==> config.mk <==
export PLATFORM = sky130hd
export DESIGN_NAME = bus_arbiter_2m_flat
export DESIGN_NICKNAME = d
export VERILOG_FILES = /design/src/rtl/bus_arbiter_2m_if.sv /design/src/rtl/bus_arbiter_2m.sv /design/src/flat_wrapper.sv
export SDC_FILE = /design/constraint.sdc
export NUM_CORES = 1
export LEC_CHECK = 0
export CAP_MARGIN = 20
export CORE_MARGIN = 3
export CORE_UTILIZATION = 56
export CTS_BUF_LIST = sky130_fd_sc_hd__clkbuf_4 sky130_fd_sc_hd__clkbuf_8
export DETAILED_ROUTE_END_ITERATION = 10
export PLACE_DENSITY_LB_ADDON = 0.05
export RECOVER_POWER = 100
export SLEW_MARGIN = 10
export SYNTH_ARGS = -nofsm -noshare
export SYNTH_HDL_FRONTEND = slang
export SYNTH_SLANG_ARGS = --single-unit
==> constraint.sdc <==
create_clock -name clk -period 6.4 [get_ports clk]
set_input_delay 1.28 -clock clk [delete_from_list [all_inputs] [get_ports clk]]
set_output_delay 1.28 -clock clk [all_outputs]
set_load 0.05 [all_outputs]
==> src/rtl/bus_arbiter_2m_if.sv <==
// ----------------------------------------------------------------------------
// bus_arbiter_2m_if
// Request/grant bundle between the two bus masters and the arbiter.
//   m0_req, m1_req     : level requests from master 0 / master 1
//   m0_grant, m1_grant : registered one-hot bus ownership
//   m_sel              : master mux select (0 = master 0, 1 = master 1)
//   busy               : high whenever either grant is high
//   tenure             : cycles the current owner has held the grant, 0-based
// Modports:
//   master : the requesting side (drives requests, observes grants)
//   slave  : the arbiter itself (observes requests, drives grants)
// ----------------------------------------------------------------------------
interface bus_arbiter_2m_if #(
  parameter int CNT_W = 8
);
  logic             m0_req;
  logic             m1_req;
  logic             m0_grant;
  logic             m1_grant;
  logic             m_sel;
  logic             busy;
  logic [CNT_W-1:0] tenure;

  modport master (
    output m0_req, m1_req,
    input  m0_grant, m1_grant, m_sel, busy, tenure
  );

  modport slave (
    input  m0_req, m1_req,
    output m0_grant, m1_grant, m_sel, busy, tenure
  );
endinterface

==> src/rtl/bus_arbiter_2m.sv <==
// ----------------------------------------------------------------------------
// bus_arbiter_2m
// Two-master round-robin bus arbiter with bounded tenure. Ties from IDLE go to
// the master that did not own the bus last; an owner that keeps requesting
// while the other master waits is preempted after MAX_HOLD granted cycles.
// Ports:
//   clk   : system clock, rising-edge active
//   reset : asynchronous, active-high reset
//   bus   : request/grant bundle (slave modport of bus_arbiter_2m_if)
// Parameters:
//   MAX_HOLD : max consecutive granted cycles while the other master waits
//              (1..255)
//   CNT_W    : tenure counter width, 2**CNT_W must exceed MAX_HOLD
// ----------------------------------------------------------------------------
module bus_arbiter_2m #(
  parameter int MAX_HOLD = 8,
  parameter int CNT_W    = 8
) (
  input  logic              clk,
  input  logic              reset,
  bus_arbiter_2m_if.slave   bus
);

  typedef enum logic [1:0] {
    IDLE = 2'b00,
    GNT0 = 2'b01,
    GNT1 = 2'b10
  } state_t;

  // Last tenure value before a waiting master takes over.
  localparam logic [CNT_W-1:0] HOLD_LAST = CNT_W'(MAX_HOLD - 1);

  state_t           r_state;
  logic             r_last_owner;
  logic             r_m_sel;
  logic [CNT_W-1:0] r_tenure;

  state_t           w_next_state;
  logic             w_next_last_owner;
  logic             w_next_m_sel;
  logic [CNT_W-1:0] w_next_tenure;
  logic             w_hold_done;

  assign w_hold_done = (r_tenure == HOLD_LAST);

  // Next-state and next-register values.
  // NOTE: every signal gets a default before the case so no path leaves it
  // unassigned; an unassigned path in always_comb would infer a latch.
  always_comb begin
    w_next_state      = r_state;
    w_next_last_owner = r_last_owner;
    w_next_m_sel      = r_m_sel;
    w_next_tenure     = '0;

    unique case (r_state)
      IDLE: begin
        if (bus.m0_req && bus.m1_req) begin
          // Tie: the master that did not own the bus last wins.
          w_next_state = r_last_owner ? GNT0 : GNT1;
        end else if (bus.m0_req) begin
          w_next_state = GNT0;
        end else if (bus.m1_req) begin
          w_next_state = GNT1;
        end
      end
      GNT0: begin
        if (!bus.m0_req) begin
          w_next_state = bus.m1_req ? GNT1 : IDLE;
        end else if (bus.m1_req && w_hold_done) begin
          w_next_state = GNT1;
        end
      end
      GNT1: begin
        if (!bus.m1_req) begin
          w_next_state = bus.m0_req ? GNT0 : IDLE;
        end else if (bus.m0_req && w_hold_done) begin
          w_next_state = GNT0;
        end
      end
      default: w_next_state = IDLE;
    endcase

    // Entering a grant state (including a direct handover) records the new
    // owner and parks the mux on it; IDLE keeps both unchanged.
    if (w_next_state == GNT0) begin
      w_next_last_owner = 1'b0;
      w_next_m_sel      = 1'b0;
    end else if (w_next_state == GNT1) begin
      w_next_last_owner = 1'b1;
      w_next_m_sel      = 1'b1;
    end

    // Tenure counts only while the same owner stays granted, saturating at
    // the preemption point; any entry or IDLE leaves it at zero.
    if (w_next_state != IDLE && w_next_state == r_state) begin
      w_next_tenure = w_hold_done ? r_tenure : r_tenure + CNT_W'(1);
    end
  end

  // NOTE: state registers use non-blocking assignments so every flop samples
  // the pre-edge values, independent of statement order. All of them are
  // plain control flops, so each gets an asynchronous reset value.
  always_ff @(posedge clk or posedge reset) begin
    if (reset) begin
      r_state      <= IDLE;
      r_last_owner <= 1'b1;
      r_m_sel      <= 1'b0;
      r_tenure     <= '0;
    end else begin
      r_state      <= w_next_state;
      r_last_owner <= w_next_last_owner;
      r_m_sel      <= w_next_m_sel;
      r_tenure     <= w_next_tenure;
    end
  end

  // Grants decode straight from the state register, so they are glitch-free
  // and mutually exclusive by construction.
  assign bus.m0_grant = (r_state == GNT0);
  assign bus.m1_grant = (r_state == GNT1);
  assign bus.busy     = (r_state != IDLE);
  assign bus.m_sel    = r_m_sel;
  assign bus.tenure   = r_tenure;

endmodule

==> src/flat_wrapper.sv <==
// flat-port wrapper written by rule: the top's interface ports become plain ports
module bus_arbiter_2m_flat 
#(
  parameter int MAX_HOLD = 8,
  parameter int CNT_W    = 8
)
  (clk, reset, bus_m0_req, bus_m1_req, bus_m0_grant, bus_m1_grant, bus_m_sel, bus_busy, bus_tenure);
  bus_arbiter_2m_if #(.CNT_W(CNT_W)) bus_i ();
  input  logic clk;
  input  logic reset;
  input wire logic [$bits(bus_i.m0_req)-1:0] bus_m0_req;
  input wire logic [$bits(bus_i.m1_req)-1:0] bus_m1_req;
  output wire logic [$bits(bus_i.m0_grant)-1:0] bus_m0_grant;
  output wire logic [$bits(bus_i.m1_grant)-1:0] bus_m1_grant;
  output wire logic [$bits(bus_i.m_sel)-1:0] bus_m_sel;
  output wire logic [$bits(bus_i.busy)-1:0] bus_busy;
  output wire logic [$bits(bus_i.tenure)-1:0] bus_tenure;
  assign bus_i.m0_req = bus_m0_req;
  assign bus_i.m1_req = bus_m1_req;
  assign bus_m0_grant = bus_i.m0_grant;
  assign bus_m1_grant = bus_i.m1_grant;
  assign bus_m_sel = bus_i.m_sel;
  assign bus_busy = bus_i.busy;
  assign bus_tenure = bus_i.tenure;
  bus_arbiter_2m #(.MAX_HOLD(MAX_HOLD), .CNT_W(CNT_W)) u_core (.clk(clk), .reset(reset), .bus(bus_i));
endmodule
# Yosys cells after proc, flatten, opt, wreduce, memory -nomap -nowiden
# Cells that the tools add are included.
[totals]
out_inout_bits = 12
elab_cells = 35
inputBits = 4
reg_bits = 12
[op_classes]
addsub = 1
n_reduce_logical = 8
muxes = 15
eq_ne = 7
[op_table]
columns = ["op", "n"]
rows = [
  ["$mux W2", 9],
  ["$mux W8", 2],
  ["$add A8 B1 Y8 const B", 1],
  ["$eq A8 B3 Y1 const B", 1],
  ["$pmux W2 S3", 1],
  ["$reduce_bool A2 Y1", 3],
  ["$eq A2 B1 Y1 const B", 2],
  ["$eq A2 B2 Y1 const B", 2],
  ["$logic_and A1 B1 Y1", 4],
  ["$mux W1", 3],
  ["$eq A2 B2 Y1", 1],
  ["$logic_not A2 Y1", 1],
  ["$ne A2 B2 Y1 const B", 1],
]

# Logic depth before layout (Yosys ltp)
# Gate-level depths: netlist of the first run.
[depth]
ltp_word = 8
ltp_mapped = 10

# Worst setup path before layout of the first run
# No wires, ideal clock.
[synth_path]
path_kind = "input to register"
from = "in bus_m0_req"
to = "reg u_core.r_tenure[2] (netlist: u_core.bus.tenure[2])"
arrival_time_ns = 2.918
path_stages = 9
required_time_ns = 6.304
path_slack_ns = 3.387
path_cell_list = "clkbuf_8 > a31oi_1 > nor2_1 > a311o_1 > ha_1 > or2_2 > o32ai_4 > o21ai_4 > nor4_2"
[synth_via]
elab_chain_cells = 7
elab_cells_between_ends = 14
cone_classes = "2 x eq/ne; 8 x mux; 4 x reduce/logical"
[synth_lines]
columns = ["element", "line_no", "source"]
rows = [
  ["from (decl)", "flat_wrapper.sv:11", "input wire logic [$bits(bus_i.m0_req)-1:0] bus_m0_req;"],
  ["$logic_and A1 B1 Y1", "bus_arbiter_2m.sv:76", "end else if (bus.m0_req && w_hold_done) begin"],
  ["$mux W2", "bus_arbiter_2m.sv:76", ""],
  ["$mux W2", "bus_arbiter_2m.sv:74", "if (!bus.m1_req) begin"],
  ["$pmux W2 S3 (*)", "bus_arbiter_2m.sv:55", "unique case (r_state)"],
  ["$eq A2 B2 Y1 or $reduce_bool A2 Y1 (tied branches)", "bus_arbiter_2m.sv:95", "if (w_next_state != IDLE && w_next_state == r_state) begin"],
  ["$logic_and A1 B1 Y1 (*)", "bus_arbiter_2m.sv:95", ""],
  ["$ne A2 B2 Y1 (no source line) or $mux W8 (tied branches)", "-", ""],
  ["to (signal assigned)", "bus_arbiter_2m.sv:113", "r_tenure <= w_next_tenure;"],
  ["to (decl)", "bus_arbiter_2m.sv:36", "logic [CNT_W-1:0] r_tenure;"],
]
# Every way passes the cells marked *; elsewhere a longest branch is shown, timed or not.
# A chain may end at the register's enable or synchronous reset.

# Final worst setup path of the first run
# Ends and elaborated chain as after synthesis.

==> run_results.csv, run 1 <==
group,metric,value,unit
run_status,status,"complete, no violations",
final_layout,drive_gt1_share,13.5,%
sta,hold_viol,0,
sta,timing.hold.ws,533,ps
cts,cts_tree,"done",
grt,grt_start_max_net_pins,13,
sta,worst_pin_slew,744,ps
synth,syn_nets,86,
synth,synthSimpleGateAreaFrac,23.4,%
critical_path,crit_required,6570,ps
final_layout,synthToLayoutAreaGrowth,17.9,%
cts,htree_levels,1,
critical_path,arrival,3890,ps
cts,cts_inserted_buffers,3,
min_path,holdPathStages,2,
critical_path,cp-start-kind,"input pin",
floorplanning,core,1220,sq um
job,cap_violations,0,
route,antenna_left,0,
critical_path,ff2ff_setup_slack,3390,ps
floorplanning,die_area,1910,sq um
cts,cts_setup_buffers,0,
floorplanning,num_rows,12,
critical_path,crit_fanout,8,
grt,antenna_found_initial,0,
route,finalWirelength,1690,um
critical_path,r2r-start,"u_core.bus.tenure[0]",
critical_path,regToRegEndpoint,"u_core.bus.tenure[2]",
synth,synth-seq-cells,12,
grt,grt_pass1_wl,2950,um
synth,synthesis.area,797,sq um
placement,dp_hpwl,1250,um
floorplanning,die_width,43.7,um
synth,synth_edf_count,0,
final_layout,antenna_cells,0,
sta,finalMaxSlewViolations,0,
route,drc,0,
grt,grt_usage,20.7,%
final_layout,nets,104,
synth,yosysWarningCount,0,
pwr,power.leakage,0.404,nW
min_path,hold_end,"u_core.bus.m_sel",
synth,synth_ff_type,"dfrtp_1",
placement,place_ws,2740,ps
pwr,total_power,0.257,mW
cts,cts-root-buf,"clkbuf_4",
critical_path,reg2reg_depth,9,
cts,cts_buffer_depth,2,
route,vias,657,
route,firstDrtPassIters,4,
placement,portBuffers,15,
sta,min_period,3710,ps
grt,grt_pass1_vias,656,
synth,ys_types,32,
synth,synth_async_sr_flop_share,100,%
synth,synth.area.top_cells,"dfrtp_1, xnor2_1, ha_1, nor3_1, nor2_1",
route,vias_per_cell,5.97,
route,wire_per_inst,15.3,um
synth,synth_largest_area_cell,"dfrtp_1",
synth,avgSynthCellArea,10.1,sq um
sta,fmaxAchievable,269,MHz
sta,setup_viol_count_final,0,
floorplanning,ios,16,
pwr,powerDensity,274,nW/um^2
floorplanning,die_y,43.7,um
sta,rsz0062_at_grt,"no",
grt,globalRouteOverflowTotal,0,
sta,layout_setup_ws,2690,ps
synth,synthCells,79,
synth,synth_top_area_share,34.5,%
cts,cts.sinks,12,
synth,synth_adder_area_share,4.71,%
cts,clkLatencyLatePin,270,ps
critical_path,end_kind,"flop",
min_path,hold_path_class,"reg2reg",
synth,synth_compound_area_share,19.8,%
synth,synth_top_family_by_area,"simple AND/OR/NAND/NOR gates",
min_path,min_from,"u_core.bus.m_sel",
synth,ys_seq_area_share,37.8,%
cts,post_cts.resized_instances,0,
critical_path,setup.worst_path.class,"in2reg",
floorplanning,start_util,65.5,%
final_layout,fill_cells,87,
cts,clk_pin_slew,80,ps
pwr,irDropWorstVdd,0.227,mV
cts,cts_hold_buf,0,
synth,synthMuxAreaShare,1.26,%
synth,synth_xor_area_share,7.69,%
route,first_iter_violations,29,
sta,setup_tns,0,ps
placement,place.gp.congestion,0.804,
sta,slew_headroom,49.9,%
sta,layout_worst_path_cycle_share,58.0,%
sta,fin_worst_skew,0.397,ps
==> flip-flops by register name, indices dropped and copies added (netlist names) <==
signal and flops:
u_core.bus.tenure 8, u_core.r_state 2, u_core.bus.m_sel 1, u_core.r_last_owner 1
==> per-layer routing <==
metal  routed length, um  up-vias  track usage [%]
met3                  82        2             5.39
li1                    -      319                -
met2                 800       21             32.8
met5                   0        -                0
met1                 794      315             27.9
met4                  10        0             5.42
==> synthesized netlist by cell type, types with 2 or more instances <==
| cell type | instances |
|---|---|
| dfrtp_1 | 11 |
| nor2_1 | 9 |
| nor3_1 | 7 |
| nand2_1 | 5 |
| xnor2_1 | 5 |
| inv_1 | 4 |
| nand3_1 | 4 |
| a21oi_1 | 3 |
| ha_1 | 3 |
| and2b_1 | 2 |
| clkbuf_8 | 2 |
| o21a_1 | 2 |
| or2_2 | 2 |
| xor2_1 | 2 |
==> area by class of cell <==
| class | count | area (sq um) | share of cell area [%] |
|---|---|---|---|
| Multi-Input combinational cell | 61 | 419 | 44.6 |
| Timing Repair Buffer | 15 | 150 | 16.0 |
| Clock buffer | 4 | 36.3 | 3.86 |
| Sequential cell | 12 | 302 | 32.1 |
| Inverter | 4 | 15.0 | 1.60 |
| Tap cell | 14 | 17.5 | 1.86 |
==> layout by cell type (no fill, tap or decap), types with 2 or more instances in the layout <==
| cell type | instances |
|---|---|
| dlygate4sd3_1 | 14 |
| dfrtp_1 | 11 |
| nor2_1 | 9 |
| nor3_1 | 7 |
| nand2_1 | 5 |
| xnor2_1 | 5 |
| inv_1 | 4 |
| a21oi_1 | 4 |
| nand3_1 | 4 |
| ha_1 | 3 |
| clkbuf_4 | 3 |
| o21a_1 | 2 |
| xor2_1 | 2 |
| and2b_1 | 2 |
| or2_2 | 2 |
| o21ai_0 | 2 |
==> per-stage QoR <==
stage | cell area (sq um) | std cells | utilization (%)
after floorplan | 797 | 79 | -
after global placement | 937 | 106 | 77.1
after detailed placement | 937 | 106 | 77.1
after CTS | 973 | 110 | 80.0
after global routing | 940 | 110 | 77.3
final | 940 | 110 | 77.3
==> worst max path at each step <==
stage          startpoint                   end  slack (ps)
2_1_floorplan  bus_m0_req  u_core.bus.tenure[2]        3390
3_3_place_gp   bus_m0_req  u_core.bus.tenure[2]        2870
3_5_place_dp   bus_m0_req  u_core.bus.tenure[2]        2740
4_1_cts        bus_m0_req  u_core.bus.tenure[2]        3020
5_1_grt        bus_m0_req  u_core.bus.tenure[2]        2510
6_report       bus_m0_req  u_core.bus.tenure[2]        2690
==> report_power, final <==
group	switching, mW	internal [mW]	leakage, nW	total (mW)
registers	0.0131	0.0870	0.157	0.100
clock network	0.0264	0.0346	0.0210	0.0610
logic	0.0628	0.0334	0.227	0.0962
==> logic make-up after synthesis <==
group           after synthesis
flops                        12
mux                           1
buf+inv                       6
compound gates               16
simple gates                 34
xor+xnor                      7
fa+ha+maj                     3
==> critical path, cell delays in order <==
cell and delay [ps]:
dlygate4sd3_1 650, a31oi_1 170, nor2_1 80, a311o_1 350, ha_1 210, or2_2 270, o32ai_1 170, o21ai_0 360
nor4_2 350
Note: power is estimated with default switching activity, not from simulation.
==> run 2, diff against run 1 <==
CORE_UTILIZATION = 52   (was 56)
clock period = 3.45 ns   (was 6.4 ns; I/O delays follow)
==> run_results.csv, run 2 (synthesized netlist as in run 1, its figures left out) <==
group,metric,value,unit
floorplanning,core,1370,sq um
pwr,total_power,0.461,mW
critical_path,crit_required,3610,ps
final_layout,nets,104,
sta,min_period,2980,ps
final_layout,synthToLayoutAreaGrowth,17.9,%
floorplanning,ios,16,
final_layout,layout_common_cells,"dlygate4sd3_1, dfrtp_1, nor2_1",
sta,slew_headroom,63.5,%
cts,cts_hold_buf,0,
final_layout,instances_no_fill,111,
sta,fmaxAchievable,336,MHz
cts,clk_pin_slew,80,ps
cts,cts_inserted_buffers,3,
run_status,status,"complete, no violations",
critical_path,setup.worst_path.class,"in2reg",
route,finalWirelength,1460,um
final_layout,antenna_cells,0,
cts,cts-root-buf,"clkbuf_4",
grt,grt_start_max_net_pins,13,
route,antenna_left,0,
grt,grt_usage,16.9,%
job,cap_violations,0,
critical_path,crit_fanout,8,
grt,grt_pass1_wl,2490,um
min_path,hold_path_class,"reg2reg",
pwr,power.leakage,0.403,nW
route,drc,0,
route,vias,626,
grt,globalRouteOverflowTotal,0,
cts,cts.sinks,12,
critical_path,end_kind,"flop",
floorplanning,num_rows,13,
placement,dp.cells,107,
placement,place.gp.congestion,0.755,
cts,cts_setup_buffers,0,
pwr,irDropWorstVdd,0.344,mV
cts,cts_buffer_depth,2,
floorplanning,die_y,45.2,um
sta,fin_worst_skew,3.69,ps
final_layout,drive_gt1_share,13.5,%
floorplanning,die_area,2040,sq um
sta,setup_viol_count_final,0,
final_layout,fill_cells,120,
grt,antenna_found_initial,0,
floorplanning,start_util,58.3,%
cts,post_cts.resized_instances,0,
critical_path,cp-start-kind,"input pin",
route,vias_per_cell,5.64,
cts,clkLatencyLatePin,270,ps
floorplanning,die_width,45.2,um
placement,portBuffers,15,
sta,hold_viol,0,
sta,layout_worst_path_cycle_share,86.4,%
sta,finalMaxSlewViolations,0,
final_layout,multi_input_area,424,sq um
sta,setup_tns,0,ps
grt,grt_pass1_vias,541,
route,wire_per_inst,13.1,um
route,firstDrtPassIters,4,
final_layout,largest_reg_flops,8,
final_layout,final_common_cell,"dlygate4sd3_1",
critical_path,arrival,3140,ps
final_layout,utilization,68.8,%
route,first_iter_violations,12,
pwr,powerDensity,490,nW/um^2
cts,htree_levels,1,
final_layout,register_area,302,sq um
cts,cts_tree,"done",
placement,dp_hpwl,1100,um
sta,worst_pin_slew,547,ps
sta,timing.hold.ws,518,ps
sta,rsz0062_at_grt,"no",
[run 2: cell counts in the layout (fill, tap and decap cells not counted)]
Identical to the previous run, type by type.
[run 2: where the power goes]
group          switching, mW  total [mW]  internal, mW
sequential            0.0223       0.184         0.161
clock                 0.0463      0.0989        0.0526
combinational          0.114       0.178        0.0641
total                  0.183       0.461         0.278
[run 2: cell type report]
class                   count  share of cell area, %
inverters                   4                   1.60
clock buffers               4                   3.20
multi-input cells          61                   45.1
well taps                  15                   2.00
repair buffers             15                   16.0
flip-flops and latches     12                   32.1
[run 2: path summary, 6_finish.rpt]
path	startpoint	to	slack (ps)	cells after the start
max in group asynchronous	reset	u_core.r_last_owner	2250	2
min reg2reg	u_core.r_last_owner	u_core.r_last_owner	520	2
min	u_core.r_last_owner	u_core.r_last_owner	520	2
max reg2reg	u_core.bus.tenure[0]	u_core.bus.tenure[2]	650	9
max	bus_m0_req	u_core.bus.tenure[2]	470	9
min in group asynchronous	reset	u_core.bus.tenure[1]	860	2
[run 2: routing by layer]
layer | vias up | track usage [%] | wire, um
li1 | 318 | - | -
met1 | 290 | 25.4 | 755
met2 | 16 | 21.8 | 616
met3 | 2 | 3.98 | 66
met4 | 0 | 8.77 | 19
met5 | - | 0 | 0
[run 2: stage by stage]
| step | instance area (sq um) | setup WS, ps |
|---|---|---|
| 2_1_floorplan | 797 | 611 |
| 3_3_place_gp | 938 | 461 |
| 3_5_place_dp | 938 | 423 |
| 4_1_cts | 968 | 703 |
| 5_1_grt | 940 | 394 |
| 6_report | 940 | 470 |
[run 2: worst max-delay path: stages]
cell	delay, ps
dlygate4sd3_1	650
a31oi_1	170
nor2_1	70
a311o_1	340
ha_1	210
or2_2	270
o32ai_1	250
o21ai_4	170
nor4_1	320
